<file path="config.mk">
export PLATFORM = sky130hd
export DESIGN_NAME = comp_scan_ctrl
export DESIGN_NICKNAME = d
export VERILOG_FILES = /design/src/rtl/comp_scan_ctrl_pkg.sv /design/src/rtl/comp_scan_ctrl_strip_seek.sv /design/src/rtl/comp_scan_ctrl.sv
export SDC_FILE = /design/constraint.sdc
export NUM_CORES = 1
export LEC_CHECK = 0
export CORE_ASPECT_RATIO = 2
export CORE_MARGIN = 4
export CORE_UTILIZATION = 47
export CTS_CLUSTER_DIAMETER = 60
export CTS_CLUSTER_SIZE = 40
export DETAILED_ROUTE_END_ITERATION = 10
export GPL_TIMING_DRIVEN = 0
export HOLD_SLACK_MARGIN = 0.03
export PLACE_DENSITY = 0.86
export SLEW_MARGIN = 20
export SYNTH_ARGS = -nofsm -noshare
export SYNTH_HDL_FRONTEND = slang
export SYNTH_SLANG_ARGS = --single-unit
</file>
<file path="constraint.sdc">
create_clock -name clk -period 3.5 [get_ports clk]
set_input_delay 0.525 -clock clk [delete_from_list [all_inputs] [get_ports clk]]
set_output_delay 0.525 -clock clk [all_outputs]
set_load 0.05 [all_outputs]
</file>
<file path="src/rtl/comp_scan_ctrl_pkg.sv">
`default_nettype none
// ============================================================================
//  Module      : comp_scan_ctrl_pkg
//  Description : Shared types and constants for the comparator scan
//                sequencer: FSM state encoding, strip geometry, default
//                settle/timeout lengths and counter widths.
//  Revision    : 1.0  initial release
// ============================================================================
package comp_scan_ctrl_pkg;

    // Strip geometry
    localparam int NSTRIPS = 32;
    localparam int STRIP_W = 5;

    // Default timing parameters
    localparam int DEF_SETTLE_CYCLES  = 16;
    localparam int DEF_TIMEOUT_CYCLES = 1023;

    // Counter widths sized for the allowed parameter ranges
    // (settle 1..255, timeout 1..1023)
    localparam int SETTLE_W = 8;
    localparam int WAIT_W   = 10;
    localparam int NPULSE_W = 16;

    // Scan FSM states
    typedef enum logic [2:0] {
        ST_IDLE    = 3'd0,
        ST_SEEK    = 3'd1,
        ST_SETTLE  = 3'd2,
        ST_FIRE    = 3'd3,
        ST_WAIT_LO = 3'd4,
        ST_WAIT_HI = 3'd5,
        ST_SAMPLE  = 3'd6,
        ST_DONE    = 3'd7
    } state_t;

endpackage : comp_scan_ctrl_pkg
`default_nettype wire

</file>
<file path="src/rtl/comp_scan_ctrl_strip_seek.sv">
`default_nettype none
// ============================================================================
//  Module      : strip_seek
//  Description : Combinational finder for the lowest set bit of a strip mask
//                at or above a starting index.
//  Ports       : i_mask   - strip enable mask
//                i_from   - lowest index allowed in the search
//                o_idx    - index of the lowest qualifying set bit (0 if none)
//                o_found  - a qualifying set bit exists
//  Revision    : 1.0  initial release
// ============================================================================
module strip_seek
    import comp_scan_ctrl_pkg::*;
(
    input  logic [NSTRIPS-1:0] i_mask,
    input  logic [STRIP_W-1:0] i_from,
    output logic [STRIP_W-1:0] o_idx,
    output logic               o_found
);

    // Walk from the top down so the last hit written is the lowest index.
    always_comb begin
        o_idx   = '0;
        o_found = 1'b0;
        for (int i = NSTRIPS - 1; i >= 0; i--) begin
            if (i_mask[i] && (i >= int'(i_from))) begin
                o_found = 1'b1;
                o_idx   = STRIP_W'(i);
            end
        end
    end

endmodule : strip_seek
`default_nettype wire

</file>
<file path="src/rtl/comp_scan_ctrl.sv">
`default_nettype none
// ============================================================================
//  Module      : comp_scan_ctrl
//  Description : Autonomous scan sequencer for the comparator test stand.
//                Visits each enabled half-strip in ascending order, drives
//                the one-hot expected pattern, fires the pulser npulses times
//                and counts halfstrip words that differ from the expectation.
//  Ports       : clk, reset           - clock, synchronous active-high reset
//                start, abort         - scan launch / terminate strobes
//                npulses, strip_mask  - scan configuration, latched at start
//                pulser_ready         - pulser idle indication
//                halfstrips           - captured comparator word
//                fire_pulse           - single-cycle pulser trigger
//                halfstrips_expect    - one-hot of current strip while busy
//                cur_strip            - strip currently scanned
//                busy, done           - scan status
//                timeout_err          - sticky pulser handshake timeout
//                err_cnt              - saturating mismatch count
//                err_strip_mask       - strips with at least one mismatch
//  Revision    : 1.0  initial release
// ============================================================================
module comp_scan_ctrl
    import comp_scan_ctrl_pkg::*;
#(
    parameter int SETTLE_CYCLES  = DEF_SETTLE_CYCLES,
    parameter int TIMEOUT_CYCLES = DEF_TIMEOUT_CYCLES
) (
    input  logic                clk,
    input  logic                reset,
    input  logic                start,
    input  logic                abort,
    input  logic [15:0]         npulses,
    input  logic [NSTRIPS-1:0]  strip_mask,
    input  logic                pulser_ready,
    input  logic [NSTRIPS-1:0]  halfstrips,
    output logic                fire_pulse,
    output logic [NSTRIPS-1:0]  halfstrips_expect,
    output logic [STRIP_W-1:0]  cur_strip,
    output logic                busy,
    output logic                done,
    output logic                timeout_err,
    output logic [31:0]         err_cnt,
    output logic [NSTRIPS-1:0]  err_strip_mask
);

    localparam logic [SETTLE_W-1:0] C_SETTLE_LAST = SETTLE_W'(SETTLE_CYCLES - 1);
    localparam logic [WAIT_W-1:0]   C_WAIT_LAST   = WAIT_W'(TIMEOUT_CYCLES - 1);
    localparam logic [STRIP_W-1:0]  C_LAST_STRIP  = STRIP_W'(NSTRIPS - 1);

    // ------------------------------------------------------------------
    // State and datapath registers
    // ------------------------------------------------------------------
    state_t                r_state_q,      w_state_d;
    logic [STRIP_W-1:0]    r_cur_strip_q,  w_cur_strip_d;
    logic [NPULSE_W-1:0]   r_npulses_q,    w_npulses_d;
    logic [NSTRIPS-1:0]    r_mask_q,       w_mask_d;
    logic [NPULSE_W-1:0]   r_pulse_cnt_q,  w_pulse_cnt_d;
    logic [SETTLE_W-1:0]   r_settle_cnt_q, w_settle_cnt_d;
    logic [WAIT_W-1:0]     r_wait_cnt_q,   w_wait_cnt_d;
    logic                  r_done_q,       w_done_d;
    logic                  r_timeout_q,    w_timeout_d;
    logic [31:0]           r_err_cnt_q,    w_err_cnt_d;
    logic [NSTRIPS-1:0]    r_err_mask_q,   w_err_mask_d;

    logic                  w_fire;
    logic                  w_busy;
    logic [NSTRIPS-1:0]    w_expect;
    logic [NPULSE_W-1:0]   w_pulse_inc;
    logic [STRIP_W-1:0]    w_seek_idx;
    logic                  w_seek_found;

    // ------------------------------------------------------------------
    // Next enabled strip at or above the current one
    // ------------------------------------------------------------------
    strip_seek u_strip_seek (
        .i_mask  (r_mask_q),
        .i_from  (r_cur_strip_q),
        .o_idx   (w_seek_idx),
        .o_found (w_seek_found)
    );

    assign w_busy      = (r_state_q != ST_IDLE);
    assign w_expect    = w_busy ? (NSTRIPS'(1) << r_cur_strip_q) : '0;
    // The pulse count never reaches npulses before leaving the strip, so
    // this increment cannot wrap.
    assign w_pulse_inc = r_pulse_cnt_q + NPULSE_W'(1);

    // ------------------------------------------------------------------
    // Next-state and datapath logic
    // ------------------------------------------------------------------
    always_comb begin
        w_state_d      = r_state_q;
        w_cur_strip_d  = r_cur_strip_q;
        w_npulses_d    = r_npulses_q;
        w_mask_d       = r_mask_q;
        w_pulse_cnt_d  = r_pulse_cnt_q;
        w_settle_cnt_d = r_settle_cnt_q;
        // Wait counter restarts on every state entry; only staying in a
        // handshake state advances it.
        w_wait_cnt_d   = '0;
        w_done_d       = r_done_q;
        w_timeout_d    = r_timeout_q;
        w_err_cnt_d    = r_err_cnt_q;
        w_err_mask_d   = r_err_mask_q;
        w_fire         = 1'b0;

        case (r_state_q)
            ST_IDLE: begin
                if (start && !abort) begin
                    w_npulses_d   = npulses;
                    w_mask_d      = strip_mask;
                    w_err_cnt_d   = '0;
                    w_err_mask_d  = '0;
                    w_timeout_d   = 1'b0;
                    w_done_d      = 1'b0;
                    w_cur_strip_d = '0;
                    w_state_d     = ST_SEEK;
                end
            end

            ST_SEEK: begin
                if (!w_seek_found || (r_npulses_q == '0)) begin
                    w_state_d = ST_DONE;
                end else begin
                    w_cur_strip_d  = w_seek_idx;
                    w_settle_cnt_d = '0;
                    w_state_d      = ST_SETTLE;
                end
            end

            ST_SETTLE: begin
                if (r_settle_cnt_q == C_SETTLE_LAST) begin
                    w_pulse_cnt_d = '0;
                    w_state_d     = ST_FIRE;
                end else begin
                    w_settle_cnt_d = r_settle_cnt_q + SETTLE_W'(1);
                end
            end

            ST_FIRE: begin
                if (pulser_ready) begin
                    w_fire    = 1'b1;
                    w_state_d = ST_WAIT_LO;
                end else if (r_wait_cnt_q == C_WAIT_LAST) begin
                    w_timeout_d = 1'b1;
                    w_state_d   = ST_DONE;
                end else begin
                    w_wait_cnt_d = r_wait_cnt_q + WAIT_W'(1);
                end
            end

            ST_WAIT_LO: begin
                if (!pulser_ready) begin
                    w_state_d = ST_WAIT_HI;
                end else if (r_wait_cnt_q == C_WAIT_LAST) begin
                    w_timeout_d = 1'b1;
                    w_state_d   = ST_DONE;
                end else begin
                    w_wait_cnt_d = r_wait_cnt_q + WAIT_W'(1);
                end
            end

            ST_WAIT_HI: begin
                if (pulser_ready) begin
                    w_state_d = ST_SAMPLE;
                end else if (r_wait_cnt_q == C_WAIT_LAST) begin
                    w_timeout_d = 1'b1;
                    w_state_d   = ST_DONE;
                end else begin
                    w_wait_cnt_d = r_wait_cnt_q + WAIT_W'(1);
                end
            end

            ST_SAMPLE: begin
                if (halfstrips != w_expect) begin
                    if (r_err_cnt_q != '1) begin
                        w_err_cnt_d = r_err_cnt_q + 32'd1;
                    end
                    w_err_mask_d[r_cur_strip_q] = 1'b1;
                end
                w_pulse_cnt_d = w_pulse_inc;
                if (w_pulse_inc < r_npulses_q) begin
                    w_state_d = ST_FIRE;
                end else if (r_cur_strip_q == C_LAST_STRIP) begin
                    w_state_d = ST_DONE;
                end else begin
                    w_cur_strip_d = r_cur_strip_q + STRIP_W'(1);
                    w_state_d     = ST_SEEK;
                end
            end

            ST_DONE: begin
                w_done_d  = 1'b1;
                w_state_d = ST_IDLE;
            end

            default: begin
                w_state_d = ST_IDLE;
            end
        endcase

        // Abort wins over everything else: drop straight to IDLE and keep
        // the results gathered so far intact.
        if (abort && w_busy) begin
            w_state_d      = ST_IDLE;
            w_cur_strip_d  = r_cur_strip_q;
            w_npulses_d    = r_npulses_q;
            w_mask_d       = r_mask_q;
            w_pulse_cnt_d  = r_pulse_cnt_q;
            w_settle_cnt_d = r_settle_cnt_q;
            w_wait_cnt_d   = '0;
            w_done_d       = r_done_q;
            w_timeout_d    = r_timeout_q;
            w_err_cnt_d    = r_err_cnt_q;
            w_err_mask_d   = r_err_mask_q;
            w_fire         = 1'b0;
        end
    end

    // ------------------------------------------------------------------
    // Registers
    // ------------------------------------------------------------------
    always_ff @(posedge clk) begin
        if (reset) begin
            r_state_q      <= ST_IDLE;
            r_cur_strip_q  <= '0;
            r_npulses_q    <= '0;
            r_mask_q       <= '0;
            r_pulse_cnt_q  <= '0;
            r_settle_cnt_q <= '0;
            r_wait_cnt_q   <= '0;
            r_done_q       <= 1'b0;
            r_timeout_q    <= 1'b0;
            r_err_cnt_q    <= '0;
            r_err_mask_q   <= '0;
        end else begin
            r_state_q      <= w_state_d;
            r_cur_strip_q  <= w_cur_strip_d;
            r_npulses_q    <= w_npulses_d;
            r_mask_q       <= w_mask_d;
            r_pulse_cnt_q  <= w_pulse_cnt_d;
            r_settle_cnt_q <= w_settle_cnt_d;
            r_wait_cnt_q   <= w_wait_cnt_d;
            r_done_q       <= w_done_d;
            r_timeout_q    <= w_timeout_d;
            r_err_cnt_q    <= w_err_cnt_d;
            r_err_mask_q   <= w_err_mask_d;
        end
    end

    // ------------------------------------------------------------------
    // Outputs
    // ------------------------------------------------------------------
    // The trigger is combinational from FIRE so it tracks pulser_ready in
    // the same cycle; reset masks it so no pulse escapes on a reset edge.
    assign fire_pulse        = w_fire && !reset;
    assign halfstrips_expect = w_expect;
    assign cur_strip         = r_cur_strip_q;
    assign busy              = w_busy;
    assign done              = r_done_q;
    assign timeout_err       = r_timeout_q;
    assign err_cnt           = r_err_cnt_q;
    assign err_strip_mask    = r_err_mask_q;

endmodule : comp_scan_ctrl
`default_nettype wire

</file>
==> flow_summary_export.csv, run 1 <==
group,metric,value,unit
detailed_routing,drtAntennaViolNets,0,
placement,port_buffers,188,
sta,fin_setup_tns,0,ps
detailed_routing,wirelength,35850,um
critical_path,worstSetupStartpointType,"flip-flop",
power,leakage,4.390,nW
cts,clock_tree.root_cell,"sky130_fd_sc_hd__clkbuf_16",
yosys,post_synth_instance_area,9228,um^2
finish,net_count_of_the_finished_layout,1550,
cts,hold_buffers,0,
yosys,synth_nets,1334,
yosys,postSynth.topFlopCell,"sky130_fd_sc_hd__dfxtp_1",
cts,clock_tree.buffer_depth,2,
detailed_routing,firstDrtPassIters,8,
cts,clk_pin_slew_worst_paths,70,ps
cts,worst_skew_pair.late_latency,450,ps
critical_path,cell_repeated_most_along_the_worst_path,"sky130_fd_sc_hd__buf_2",
floorplan,floorplan_core_area,19370,um^2
finish,layout_cell_area_excl_fill,12370,um^2
critical_path,worstSetupPathType,"reg -> out",
floorplan,dieWidth,107.1,um
sta,post-route-worst-setup-slack,73.03,ps
sta,layout_min_cycle_time,3427,ps
critical_path,worst-path-buf-inv,4,
critical_path,cp_slowest_cell,"sky130_fd_sc_hd__clkdlybuf4s15_1",
floorplan,io-pin-count,190,
outcome,status,"finished, final reports clean",
sta,finalHoldViolations,0,
finish,layout-drive-gt1-share,9.442,%
global_route,groute.usage.overall,32.26,%
placement,placed_area,11460,um^2
floorplan,start_util,47.64,%
finish,final_cell_count_no_fill,1710,
yosys,synth_top_cell_by_area,"sky130_fd_sc_hd__dfxtp_1",
critical_path,setup.worst_path.end_class,"primary output",
sta,final_setup_violating_endpoints,0,
global_route,via_count_of_the_first_global_routing_pass,10357,
detailed_routing,detail_route.vias_per_cell,6.110,
yosys,synth_common_cells,"sky130_fd_sc_hd__nand2_1, sky130_fd_sc_hd__dfxtp_1, sky130_fd_sc_hd__nor2_1",
flow_run,max_cap_violations,0,
cts,tritoncts,"done",
power,post-layout-total-power,4.951,mW
global_route,global_route_wire_length_before_repair,54940,um
sta,worst_clock_skew,12.29,ps
yosys,synth_cell_type_count,84,
global_route,grt_remaining_overflow,0,
cts,cts-htree-levels,4,
yosys,sequential_share_of_the_synthesized_area,33.84,%
finish,area_growth,34.03,%
global_route,pin_count_of_the_biggest_net_entering_global_routing,19,
cts,clock_sink_count,156,
placement,routabilityCongestion,1.003,
detailed_routing,detail_route.iter0.violations,797,
floorplan,placementRows,72,
floorplan,design.die.area,22080,um^2
placement,placed_cells,1669,
yosys,most_frequently_used_cell_type_in_the_post_synthesis_netlist,"sky130_fd_sc_hd__nand2_1",
detailed_routing,wl_per_cell,20.96,um
critical_path,critical_path.max_stage_delay,560,ps
power,cellPowerDensity,400.3,nW/um^2
sta,fmax,0.2918,GHz
detailed_routing,drcViolationCount,0,
global_route,initial_antenna_violation_count,0,
floorplan,fp.dieH,206.2,um
placement,dp_hpwl,27570,um
sta,timing_worst_slew_pin_value,795.3,ps
yosys,asyncSetResetFlopFracSynth,0,%
detailed_routing,vias,10448,
sta,layout_worst_path_cycle_share,97.91,%
sta,slew-limit-headroom,46.98,%
sta,timing.final.max_slew_violations,0,
yosys,postSynthRegisterBits,156,
critical_path,worst-endpoint-arrival,2900,ps
yosys,synth.top_cells.by_area,"sky130_fd_sc_hd__dfxtp_1, sky130_fd_sc_hd__nand2_1, sky130_fd_sc_hd__a21oi_1",
cts,cts-buffers-inserted,17,
placement,worst_setup_slack_after_placement,-707.2,ps
critical_path,crit_path_required_time,2970,ps
yosys,post_synth_inst_count,1222,
finish,diodes_inserted,0,
yosys,synth_edf_count,0,
critical_path,path_delay_family,"buffers and inverters",
yosys,postSynthAreaPerCell,7.551,um^2
worst_hold_path,holdCritPathClass,"reg -> reg",
yosys,synth.top_cell.area_share,33.84,%
finish,nFillCells,1660,
yosys,synth-warning-count,0,
critical_path,cell_by_cell_listing_of_the_critical_path,"buf_2, nor3_4, inv_2, buf_2, a21o_1, nor3_1, clkdlybuf4s15_1",
power,ir_worst_vdd,0.0003361,V
critical_path,crit_path_max_fanout,10,
==> sequential cells by signal, indices dropped and copies added, names as in the netlist <==
register        cells
r_settle_cnt_q      8
r_state_q           3
r_pulse_cnt_q      16
err_strip_mask     32
done                1
r_mask_q           32
cur_strip           5
r_wait_cnt_q       10
timeout_err         1
err_cnt            32
r_npulses_q        16
==> worst paths after layout <==
check | from | slack [ps] | cells after the start | to
worst max-delay path | r_state_q[0] | 70 | 7 | fire_pulse
worst min-delay path | err_strip_mask[18] | 450 | 2 | err_strip_mask[18]
worst max register to register | cur_strip[0] | 100 | 12 | cur_strip[3]
worst min register to register | err_strip_mask[18] | 450 | 2 | err_strip_mask[18]
==> stage by stage <==
stage,hold slack [ps],util [%]
global placement,432.3,59.16
global route,479.3,63.86
floorplan,432.9,-
detailed placement,441.1,59.16
CTS,457.1,62.71
finish,452.6,63.86
==> cells by family after synthesis <==
| logic type | after synthesis | share of synthesized area, % |
|---|---|---|
| AO/OA/AOI/OAI | 321 | 21.98 |
| XOR/XNOR | 34 | 3.227 |
| adder cells (fa/ha/maj) | 27 | 3.661 |
| buffers and inverters | 118 | 5.600 |
| flip-flops | 156 | 33.84 |
| multiplexers | 16 | 1.763 |
| AND/OR/NAND/NOR | 550 | 29.93 |
==> metal layers <==
layer / GRT usage, % / vias to the layer above / share of wire, %
met1: 31.17 / 4847 / 33
met5: 0 / - / 0
met2: 59.01 / 570 / 52
met4: 25.24 / 0 / 8.5
li1: - / 4848 / -
met3: 5.721 / 183 / 6.6
==> worst reg2reg max path, stage by stage (launching register included) <==
cell and delay (ps):
sky130_fd_sc_hd__dfxtp_2 430, sky130_fd_sc_hd__buf_4 230, sky130_fd_sc_hd__clkinvlp_4 170, sky130_fd_sc_hd__ha_4 250, sky130_fd_sc_hd__nand3b_1 360, sky130_fd_sc_hd__o221ai_1 410
sky130_fd_sc_hd__o31ai_1 240, sky130_fd_sc_hd__and4bb_2 430, sky130_fd_sc_hd__a21oi_1 120, sky130_fd_sc_hd__o211a_4 270, sky130_fd_sc_hd__buf_4 140, sky130_fd_sc_hd__a22oi_1 150
sky130_fd_sc_hd__nor2_1 70
==> power breakdown <==
part	internal [mW]	total [mW]	leakage [nW]	switching, mW
combinational	0.429	1.19	2.84	0.760
clock	0.961	1.88	0.289	0.919
sequential	1.82	1.88	1.26	0.0568
==> cell usage in the layout (no fill, tap or decap), drive strengths merged, types with 7 or more instances in the layout <==
| cell | count |
|---|---|
| dlygate4sd2 | 8 |
| o21ai | 88 |
| clkinv | 7 |
| nor3 | 19 |
| clkbuf | 60 |
| nand3b | 16 |
| a31oi | 10 |
| a22oi | 10 |
| and3 | 21 |
| o31ai | 13 |
| clkdlybuf4s50 | 179 |
| nand4 | 17 |
| nor4 | 19 |
| xor2 | 20 |
| dfxtp | 156 |
| buf | 50 |
| or4 | 10 |
| nand2b | 14 |
| or3 | 33 |
| nand3 | 40 |
| nand2 | 190 |
| o211ai | 18 |
| xnor2 | 14 |
| a32o | 8 |
| a21oi | 101 |
| inv | 38 |
| mux2i | 14 |
| nor2 | 117 |
| ha | 27 |
| nor2b | 9 |
| a211oi | 10 |
| and2 | 11 |
==> cell type report <==
class / instances / area (um^2) / share of cell area (%)
plain buffers: 79 / 400.4 / 3.237
clock buffers: 17 / 425.4 / 3.440
clock inverters: 15 / 172.7 / 1.396
inverters: 34 / 138.9 / 1.123
multi-input cells: 948 / 5802 / 46.91
flip-flops and latches: 156 / 3128 / 25.29
well taps: 259 / 324.1 / 2.620
repair buffers: 202 / 1977 / 15.98
==> timing repair <==
action / 4_1_cts / 5_1_grt
endpoints found under the setup margin: 103 / 91
cloned: 0 / 0
gates resized for setup: 34 / 42
pin swaps: 2 / 5
setup buffers: 5 / 9
Power figures use the tool's default switching activity.
==> run 2, diff against run 1 <==
--- a/config.mk
+++ b/config.mk
@@ -5,6 +5,7 @@
 export SDC_FILE = /design/constraint.sdc
 export NUM_CORES = 1
 export LEC_CHECK = 0
+export ABC_CLOCK_PERIOD_IN_PS = 3500
 export CORE_ASPECT_RATIO = 2
 export CORE_MARGIN = 4
 export CORE_UTILIZATION = 47
==> results of run 2 <==
Final layout, timing and power as in run 1 (identical DEF).
==> run 3, diff against run 2 <==
--- a/config.mk
+++ b/config.mk
@@ -13,8 +13,9 @@
 export CTS_CLUSTER_SIZE = 40
 export DETAILED_ROUTE_END_ITERATION = 10
 export GPL_TIMING_DRIVEN = 0
-export HOLD_SLACK_MARGIN = 0.03
+export HOLD_SLACK_MARGIN = 0.15
 export PLACE_DENSITY = 0.86
+export SKIP_CTS_REPAIR_TIMING = 1
 export SLEW_MARGIN = 20
 export SYNTH_ARGS = -nofsm -noshare
 export SYNTH_HDL_FRONTEND = slang
==> flow_summary_export.csv, run 3 (synthesis results as in run 1) <==
group,metric,value,unit
outcome,status,"finished, violations left",
outcome,violations,"negative setup slack",
detailed_routing,firstDrtPassIters,7,
global_route,via_count_of_the_first_global_routing_pass,10299,
cts,worst_skew_pair.late_latency,460,ps
floorplan,design.die.area,22080,um^2
sta,layout_worst_path_cycle_share,103.0,%
power,leakage,4.594,nW
detailed_routing,wirelength,36300,um
sta,final_setup_violating_endpoints,6,
critical_path,worstSetupPathType,"reg -> out",
cts,clock_sink_count,156,
cts,cts-htree-levels,4,
flow_run,max_cap_violations,0,
critical_path,crit_path_required_time,2970,ps
global_route,met1_grt_util,30.78,%
critical_path,worst-r2r-setup-slack,-60,ps
critical_path,worst_setup_path_endpoint,"halfstrips_expect[20]",
detailed_routing,detail_route.iter0.violations,803,
floorplan,placementRows,72,
global_route,met2_routing_resource_usage_after_global_routing,58.76,%
cts,clk_pin_slew_worst_paths,70,ps
sta,fmax,0.2773,GHz
floorplan,floorplan_core_area,19370,um^2
power,ir_worst_vdd,0.0003317,V
sta,grt_setup_unrepaired,"yes",
global_route,global_route_wire_length_before_repair,54750,um
finish,net_count_of_the_finished_layout,1543,
critical_path,worst-endpoint-arrival,3080,ps
sta,layout_min_cycle_time,3606,ps
global_route,pin_count_of_the_biggest_net_entering_global_routing,19,
detailed_routing,detail_route.vias_per_cell,6.139,
global_route,globalRoute.busiestLayer,"met2",
finish,diodes_inserted,0,
finish,layout_cell_area_excl_fill,12370,um^2
sta,slew-limit-headroom,46.50,%
placement,port_buffers,188,
placement,dp_hpwl,27570,um
worst_hold_path,holdCritPathClass,"reg -> reg",
finish,area_growth,34.02,%
critical_path,setup.worst_path.end_class,"primary output",
detailed_routing,drtAntennaViolNets,0,
floorplan,fp.dieH,206.2,um
floorplan,dieWidth,107.1,um
cts,cts-buffers-inserted,17,
critical_path,worstSetupStartpointType,"flip-flop",
cts,clock_tree.buffer_depth,2,
critical_path,r2r.worst_path.cells,11,
finish,most_common_cell_after_layout_fill_and_taps_aside,"sky130_fd_sc_hd__nand2_1",
global_route,groute.usage.overall,32.18,%
sta,post-route-worst-setup-slack,-105.6,ps
finish,layout-drive-gt1-share,9.280,%
sta,finalHoldViolations,0,
placement,placed_area,11460,um^2
finish,nFillCells,1654,
sta,whs,452.7,ps
critical_path,worst_r2r_end,"err_strip_mask[12]",
critical_path,reg2reg_from,"cur_strip[0]",
cts,clock_tree.root_cell,"sky130_fd_sc_hd__clkbuf_16",
global_route,initial_antenna_violation_count,0,
placement,worst_setup_slack_after_placement,-707.2,ps
critical_path,crit_path_max_fanout,10,
cts,tritoncts,"done",
sta,worst_clock_skew,17.80,ps
global_route,grt.met3_usage,6.283,%
floorplan,start_util,47.64,%
detailed_routing,drcViolationCount,0,
detailed_routing,wl_per_cell,21.31,um
global_route,grt_remaining_overflow,0,
floorplan,io-pin-count,190,
detailed_routing,vias,10455,
power,cellPowerDensity,400.7,nW/um^2
sta,timing.final.max_slew_violations,0,
sta,timing_worst_slew_pin_value,795.7,ps
critical_path,timing.critical_path.from,"cur_strip[0]",
placement,routabilityCongestion,1.003,
finish,final_cell_mix,"sky130_fd_sc_hd__nand2_1, sky130_fd_sc_hd__clkdlybuf4s50_1, sky130_fd_sc_hd__dfxtp_1",
==> run 3: critical path, stage by stage, from the launching register on <==
cell	delay, ps
sky130_fd_sc_hd__dfxtp_2	390
sky130_fd_sc_hd__clkbuf_4	220
sky130_fd_sc_hd__inv_1	210
sky130_fd_sc_hd__ha_4	260
sky130_fd_sc_hd__nand4b_1	330
sky130_fd_sc_hd__buf_4	260
sky130_fd_sc_hd__nor2_1	130
sky130_fd_sc_hd__clkdlybuf4s50_1	820
==> run 3: cell type report <==
type                            count  area, um^2  area share [%]
Multi-Input combinational cell    948        5817           47.04
Sequential cell                   156        3129           25.30
Timing Repair Buffer              195        1967           15.90
Clock buffer                       17       425.4           3.440
Buffer                             79       396.6           3.207
Tap cell                          259       324.1           2.620
Clock inverter                     15       172.7           1.396
Inverter                           34       135.1           1.093
==> run 3: worst min-delay path by stage <==
| stage | end | startpoint | depth (start not counted) | slack (ps) |
|---|---|---|---|---|
| finish | err_strip_mask[18] | err_strip_mask[18] | 2 | 450 |
| global route | err_strip_mask[15] | err_strip_mask[15] | 2 | 480 |
| CTS | r_mask_q[24] | r_mask_q[24] | 2 | 460 |
| detailed placement | err_strip_mask[5] | err_strip_mask[5] | 2 | 440 |
| global placement | err_strip_mask[2] | err_strip_mask[2] | 2 | 430 |
| floorplan | r_mask_q[24] | r_mask_q[24] | 2 | 430 |
==> run 3: routing by layer <==
layer,up-vias,routed length [um]
met5,-,0
met4,0,3347
met3,213,2548
met2,585,18650
met1,4825,11760
li1,4832,-
==> run 3: through the flow <==
| step | total power [mW] | cells | setup TNS, ps | utilization (%) |
|---|---|---|---|---|
| finish | 4.955 | 1703 | -310.5 | 63.85 |
| detailed placement | 3.012 | 1669 | -27040 | 59.16 |
| floorplan | 2.585 | 1222 | 0 | - |
| CTS | 4.855 | 1701 | -34460 | 62.25 |
| global placement | 3.001 | 1669 | -28480 | 59.16 |
| global route | 5.106 | 1703 | -2377 | 63.85 |
==> run 3: where the power goes <==
part / switching (mW) / internal (mW) / leakage [nW]
Clock: 0.919 / 0.961 / 0.289
Sequential: 0.0569 / 1.82 / 1.26
Combinational: 0.770 / 0.423 / 3.04
